==> src/rtl/aes_ctrl_pkg.sv <==
// Shared types, constants and the round-key index mapping for the AES-128 round sequencer.
package aes_ctrl_pkg;

   localparam int AES_NR    = 10;
   localparam int AES_IDX_W = 4;

   localparam logic [AES_IDX_W-1:0] IDX_NR = AES_IDX_W'(AES_NR);

   typedef enum logic [2:0] {
      S_IDLE,
      S_KEYEXP,
      S_INIT,
      S_ROUND,
      S_FINAL,
      S_DONE
   } aes_ctrl_state_e;

   // Decryption walks the key schedule backwards: round r uses key NR-r.
   function automatic logic [AES_IDX_W-1:0] rk_sel(input logic [AES_IDX_W-1:0] round,
                                                   input logic                 inv);
      return inv ? (IDX_NR - round) : round;
   endfunction

endpackage

==> src/rtl/aes_round_cnt.sv <==
// Loadable round counter with terminal-count compare; shared by key expansion and the round loop.
module aes_round_cnt
   import aes_ctrl_pkg::*;
(
   input  logic                 clk,
   input  logic                 rst,
   input  logic                 load,
   input  logic                 inc,
   input  logic [AES_IDX_W-1:0] load_val,
   input  logic [AES_IDX_W-1:0] term,
   output logic [AES_IDX_W-1:0] cnt,
   output logic [AES_IDX_W-1:0] cnt_nxt,
   output logic                 tc
);

   always_comb begin
      cnt_nxt = cnt;
      if (load)
         cnt_nxt = load_val;
      else if (inc)
         cnt_nxt = cnt + AES_IDX_W'(1);
   end

   assign tc = (cnt == term);

   always_ff @(posedge clk or posedge rst) begin
      if (rst)
         cnt <= '0;
      else
         cnt <= cnt_nxt;
   end

endmodule

==> src/rtl/aes_round_ctrl.sv <==
// AES-128 iterative round sequencer: key expansion, initial AddRoundKey, NR-1 rounds, final round.
module aes_round_ctrl
   import aes_ctrl_pkg::*;
(
   input  logic                 ACLK,
   input  logic                 ARST,
   input  logic                 start,
   input  logic                 decrypt,
   input  logic                 key_load,
   input  logic                 abort,
   output logic                 ready,
   output logic                 busy,
   output logic                 done,
   output logic                 inv,
   output logic                 kexp_en,
   output logic [AES_IDX_W-1:0] kexp_idx,
   output logic                 st_load,
   output logic                 st_en,
   output logic                 mix_en,
   output logic [AES_IDX_W-1:0] rk_idx
);

   aes_ctrl_state_e      state, state_nxt;
   logic                 cnt_load, cnt_inc, cnt_tc;
   logic [AES_IDX_W-1:0] cnt_val, cnt_term, cnt, cnt_nxt;
   logic                 inv_nxt;
   logic                 key_valid, key_stale;
   logic [AES_IDX_W-1:0] rk_nxt;

   aes_round_cnt u_cnt (
      .clk      (ACLK),
      .rst      (ARST),
      .load     (cnt_load),
      .inc      (cnt_inc),
      .load_val (cnt_val),
      .term     (cnt_term),
      .cnt      (cnt),
      .cnt_nxt  (cnt_nxt),
      .tc       (cnt_tc)
   );

   always_comb begin
      state_nxt = state;
      cnt_load  = 1'b0;
      cnt_inc   = 1'b0;
      cnt_val   = AES_IDX_W'(1);
      cnt_term  = IDX_NR;
      inv_nxt   = inv;
      case (state)
         S_IDLE: begin
            if (start) begin
               inv_nxt   = decrypt;
               cnt_load  = 1'b1;
               // A key written in the same cycle as start forces a fresh expansion.
               state_nxt = (key_valid && !key_load) ? S_INIT : S_KEYEXP;
            end
         end
         S_KEYEXP: begin
            if (abort)
               state_nxt = S_IDLE;
            else if (cnt_tc)
               state_nxt = S_INIT;
            else
               cnt_inc = 1'b1;
         end
         S_INIT: begin
            if (abort)
               state_nxt = S_IDLE;
            else begin
               state_nxt = S_ROUND;
               cnt_load  = 1'b1;
            end
         end
         S_ROUND: begin
            cnt_term = IDX_NR - AES_IDX_W'(1);
            if (abort)
               state_nxt = S_IDLE;
            else if (cnt_tc)
               state_nxt = S_FINAL;
            else
               cnt_inc = 1'b1;
         end
         S_FINAL: state_nxt = abort ? S_IDLE : S_DONE;
         S_DONE:  state_nxt = S_IDLE;
         default: state_nxt = S_IDLE;
      endcase
   end

   always_comb begin
      case (state_nxt)
         S_INIT:  rk_nxt = rk_sel('0, inv_nxt);
         S_ROUND: rk_nxt = rk_sel(cnt_nxt, inv_nxt);
         S_FINAL: rk_nxt = rk_sel(IDX_NR, inv_nxt);
         default: rk_nxt = '0;
      endcase
   end

   always_ff @(posedge ACLK or posedge ARST) begin
      if (ARST)
         state <= S_IDLE;
      else
         state <= state_nxt;
   end

   // key_load while busy is deferred: the run finishes on the old keys, the cache drops on return to IDLE.
   always_ff @(posedge ACLK or posedge ARST) begin
      if (ARST) begin
         key_valid <= 1'b0;
         key_stale <= 1'b0;
      end else if (state == S_IDLE) begin
         if (key_load)
            key_valid <= 1'b0;
      end else begin
         if (state == S_KEYEXP && state_nxt == S_INIT)
            key_valid <= 1'b1;
         if (state_nxt == S_IDLE) begin
            if (key_stale || key_load)
               key_valid <= 1'b0;
            key_stale <= 1'b0;
         end else if (key_load) begin
            key_stale <= 1'b1;
         end
      end
   end

   // Outputs are registered from the next state so they line up with the state they describe.
   always_ff @(posedge ACLK or posedge ARST) begin
      if (ARST) begin
         ready    <= 1'b1;
         busy     <= 1'b0;
         done     <= 1'b0;
         inv      <= 1'b0;
         kexp_en  <= 1'b0;
         kexp_idx <= '0;
         st_load  <= 1'b0;
         st_en    <= 1'b0;
         mix_en   <= 1'b0;
         rk_idx   <= '0;
      end else begin
         ready    <= (state_nxt == S_IDLE);
         busy     <= (state_nxt != S_IDLE);
         done     <= (state_nxt == S_DONE);
         inv      <= inv_nxt;
         kexp_en  <= (state_nxt == S_KEYEXP);
         kexp_idx <= (state_nxt == S_KEYEXP) ? cnt_nxt : '0;
         st_load  <= (state_nxt == S_INIT);
         st_en    <= (state_nxt == S_INIT) || (state_nxt == S_ROUND) || (state_nxt == S_FINAL);
         mix_en   <= (state_nxt == S_ROUND);
         rk_idx   <= rk_nxt;
      end
   end

endmodule

==> config.mk <==
export PLATFORM = sky130hd
export DESIGN_NAME = aes_round_ctrl
export DESIGN_NICKNAME = d
export VERILOG_FILES = /design/src/rtl/aes_ctrl_pkg.sv /design/src/rtl/aes_round_cnt.sv /design/src/rtl/aes_round_ctrl.sv
export SDC_FILE = /design/constraint.sdc
export NUM_CORES = 1
export LEC_CHECK = 0
export ABC_AREA = 1
export CAP_MARGIN = 25
export CORE_MARGIN = 3
export CORE_UTILIZATION = 51
export DETAILED_ROUTE_END_ITERATION = 6
export PLACE_DENSITY = 0.74
export SYNTH_ARGS = -nofsm -noshare
export SYNTH_HDL_FRONTEND = slang
export SYNTH_SLANG_ARGS = --single-unit
==> constraint.sdc <==
create_clock -name ACLK -period 2.4 [get_ports ACLK]
set_input_delay 0.48 -clock ACLK [delete_from_list [all_inputs] [get_ports ACLK]]
set_output_delay 0.48 -clock ACLK [all_outputs]
set_load 0.05 [all_outputs]
==> flow_summary.toml, run 1 <==
[yosys]
synth_ff_type = "dfrtp_1"
synth.top_cell.area_share_pct = 46.92
synth_area_leaders = "dfrtp_1 47%, nand2_1 7.0%, inv_1 6.5%"
synth_xor_area_share_pct = 2.053
synthMuxAreaShare_pct = 0
yosys.area_share.adder_pct = 1.955
synth_nets = 147
synth_commonest_cells = "24 x dfrtp_1, 24 x nand2_1, 22 x inv_1"
synth_edf_count = 0
synthSimpleGateAreaFrac_pct = 33.53
ys_ff_latch = 25
async_flop_share_pct = 100.0
synth_compound_area_share_pct = 4.594
synthCells = 139
yosys_warnings = 0
yosysTopAreaCell = "dfrtp_1"
synth-seq-area-share_pct = 48.97
synth_cell_types = 28
avgSynthCellArea_um2 = 9.208
synth_top_family_by_area = "simple AND/OR/NAND/NOR gates"
syn_area_um2 = 1280

[routing]
vias = 972
viasPerCell = 4.909
drt-total-wl_um = 2397
first_pass_iters = 4
wire_per_inst_um = 12.11
drtAntennaViolNets = 0
drc = 0
drtIter0Drc = 6

[clock_tree]
post_cts_resized = 0
hold_buffers = 0
clkSlewWorstSetupHoldPaths_ns = 0.15
clock_latency_ns = 0.33
cts-buffers-inserted = 3
cts_htree_levels = 1
cts.sinks = 25
cts.path.max_buffers = 2
cts_tree = "built"
cts_root_buffer = "clkbuf_4"
post-cts-setup-buffer-count = 0

[hold_path]
hold_class = "in2async"

[global_route]
grt_max_degree = 26
grt_pass1_wl_um = 4029
grt_pass1_vias = 901
grtUsageTotal_pct = 16.58
grt-ovfl-total = 0
antenna_found_initial = 0

[timing]
slew_headroom_pct = 66.19
min_period_ns = 2.130
fin_crit_sh_pct = 88.75
max_freq_mhz = 469.5
worst_pin_slew_ns = 0.5056
setup_slack_ns = 0.2699
fin_skew_ns = 0.008119
rsz0062_at_grt = "no"
finalHoldViolCount = 0
setup_viol = 0
tns_ns = 0
maxSlewViolCount = 0

[setup_path]
r2r-start = "state[1]"
crit_fanout = 1
required_ns = 1.92
path_cells = "clkdlybuf4s50_1"
worst_path_largest_cell_delay_ns = 0.79
cp-start-kind = "register"
rr_worst_depth = 12
cp_top_family = "buffers and inverters"
crit_path_end_kind = "primary output"
critical_path_class = "reg2out"
regToRegSetupSlack_ns = 0.45
crit_slowest_cell = "clkdlybuf4s50_1"
crit_buf_inv = 1
rr_endpoint = "rk_idx[1]"
arrival_ns = 1.65

[final_layout]
nNetsFinal = 179
fin_cells = 198
num_antenna_cells = 0
drive_gt1_share_pct = 27.06
area_growth_pct = 25.02

[die]
rows = 17
die_y_um = 56.10
die_w_um = 56.10
start_util_pct = 55.72
core-area_um2 = 2297
die_area_um2 = 3147
ioPinCount = 22

[pwr]
ir_drop_mv = 0.7621
power_density_nw_per_um2 = 1140
power.leakage_nw = 0.8592

[place]
post-place-ws_ns = 0.04152
hpwl_um = 1990
gp_congestion = 0.8447
port_buffers = 21
dpl.cell_count = 194

[run_status]
outcome = "finished clean"

[run]
drv_cap = 0
cell usage in the layout, fill, tap and decap left out, types with 2 or more instances in the layout:
cell type	count
clkbuf_4	3
nor2_2	5
nand2_2	6
nor2_4	2
inv_4	2
nand3_2	4
inv_1	22
nand4_1	3
nand3_4	2
o21ai_0	2
nor2_1	9
dfrtp_1	24
buf_4	6
ha_1	2
o21ai_2	2
nor3_2	3
xor2_1	2
inv_2	5
nand3_1	9
clkdlybuf4s50_1	21
or2_1	2
nand2_1	24
where the power goes:
| part | switching (mW) | internal [mW] | leakage, nW | total, mW |
|---|---|---|---|---|
| sequential | 0.0689 | 0.544 | 0.325 | 0.613 |
| clock | 0.136 | 0.0639 | 0.0139 | 0.200 |
| combinational | 0.667 | 0.345 | 0.521 | 1.01 |
registers in the layout, indices dropped and copies added (netlist names), 3 cells and up:
name and flops:
rk_idx 4, state 3, kexp_idx 4, u_cnt.cnt 4
layer usage:
| layer | track usage, % | vias to the layer above | wire (um) |
|---|---|---|---|
| met4 | 7.458 | 0 | 80 |
| met5 | 0 | - | 0 |
| met2 | 27.38 | 26 | 1135 |
| li1 | - | 495 | - |
| met1 | 21.01 | 443 | 1067 |
| met3 | 3.016 | 8 | 114 |
per-stage QoR:
stage | hold WS, ns | total power, mW | area (um2) | util (%)
final | 0.4751 | 1.824 | 1600 | 69.66
after global routing | 0.5117 | 1.945 | 1600 | 69.66
after CTS | 0.4953 | 1.834 | 1600 | 69.66
after detailed placement | 0.5928 | 1.644 | 1570 | 68.36
after global placement | 0.5304 | 1.612 | 1570 | 68.36
after floorplan | 0.5066 | 1.344 | 1280 | -
cell families after synthesis:
group,count (synthesis)
AOI/OAI and AO/OA,8
xor gates and xnor gates,3
adders and majority gates,2
buffers and inverters,29
DFF,25
and+or+nand+nor,72
how the worst max path moves through the flow:
stage / from / end / slack, ns / cells past startpoint
2_1_floorplan: abort / rk_idx[1] / 0.58 / 9
3_3_place_gp: abort / rk_idx[1] / 0.11 / 10
3_5_place_dp: abort / rk_idx[1] / 0.04 / 10
4_1_cts: ready / ready / 0.27 / 1
5_1_grt: ready / ready / 0.25 / 1
6_report: ready / ready / 0.27 / 1
area by class of cell:
type,count,area (um2)
fill,178,696.9
clock buffer,3,22.52
inverter,29,113.9
multi-input combinational,85,539.3
tap,28,35.03
clock inverter,1,7.507
timing repair buffer,27,255.2
sequential,25,626.9
tightest hold or removal path, stage by stage:
cell and delay [ns]:
clkdlybuf4s50_1 0.40, inv_1 0.05, buf_4 0.29
No activity file was read; power rests on OpenSTA's default activity.
==> inputs of run 2 (changes only) <==
==> constraint.sdc (replaced) <==
create_clock -name ACLK -period 2.4 [get_ports ACLK]
set_input_delay 0.48 -clock ACLK [delete_from_list [all_inputs] [get_ports ACLK]]
set_output_delay 0.48 -clock ACLK [all_outputs]
set_load 0.005 [all_outputs]
==> results of run 2 <==
The final DEF is identical to that of run 1. Status: finished clean.
Main changes from that run: setup slack after layout 0.2699 ns -> 0.4148 ns; start point of the critical path ready -> abort; end point of the critical path ready -> rk_idx[1]; total power 1.824 mW -> 1.572 mW; worst IR drop on VDD 0.7621 mV -> 0.6145 mV
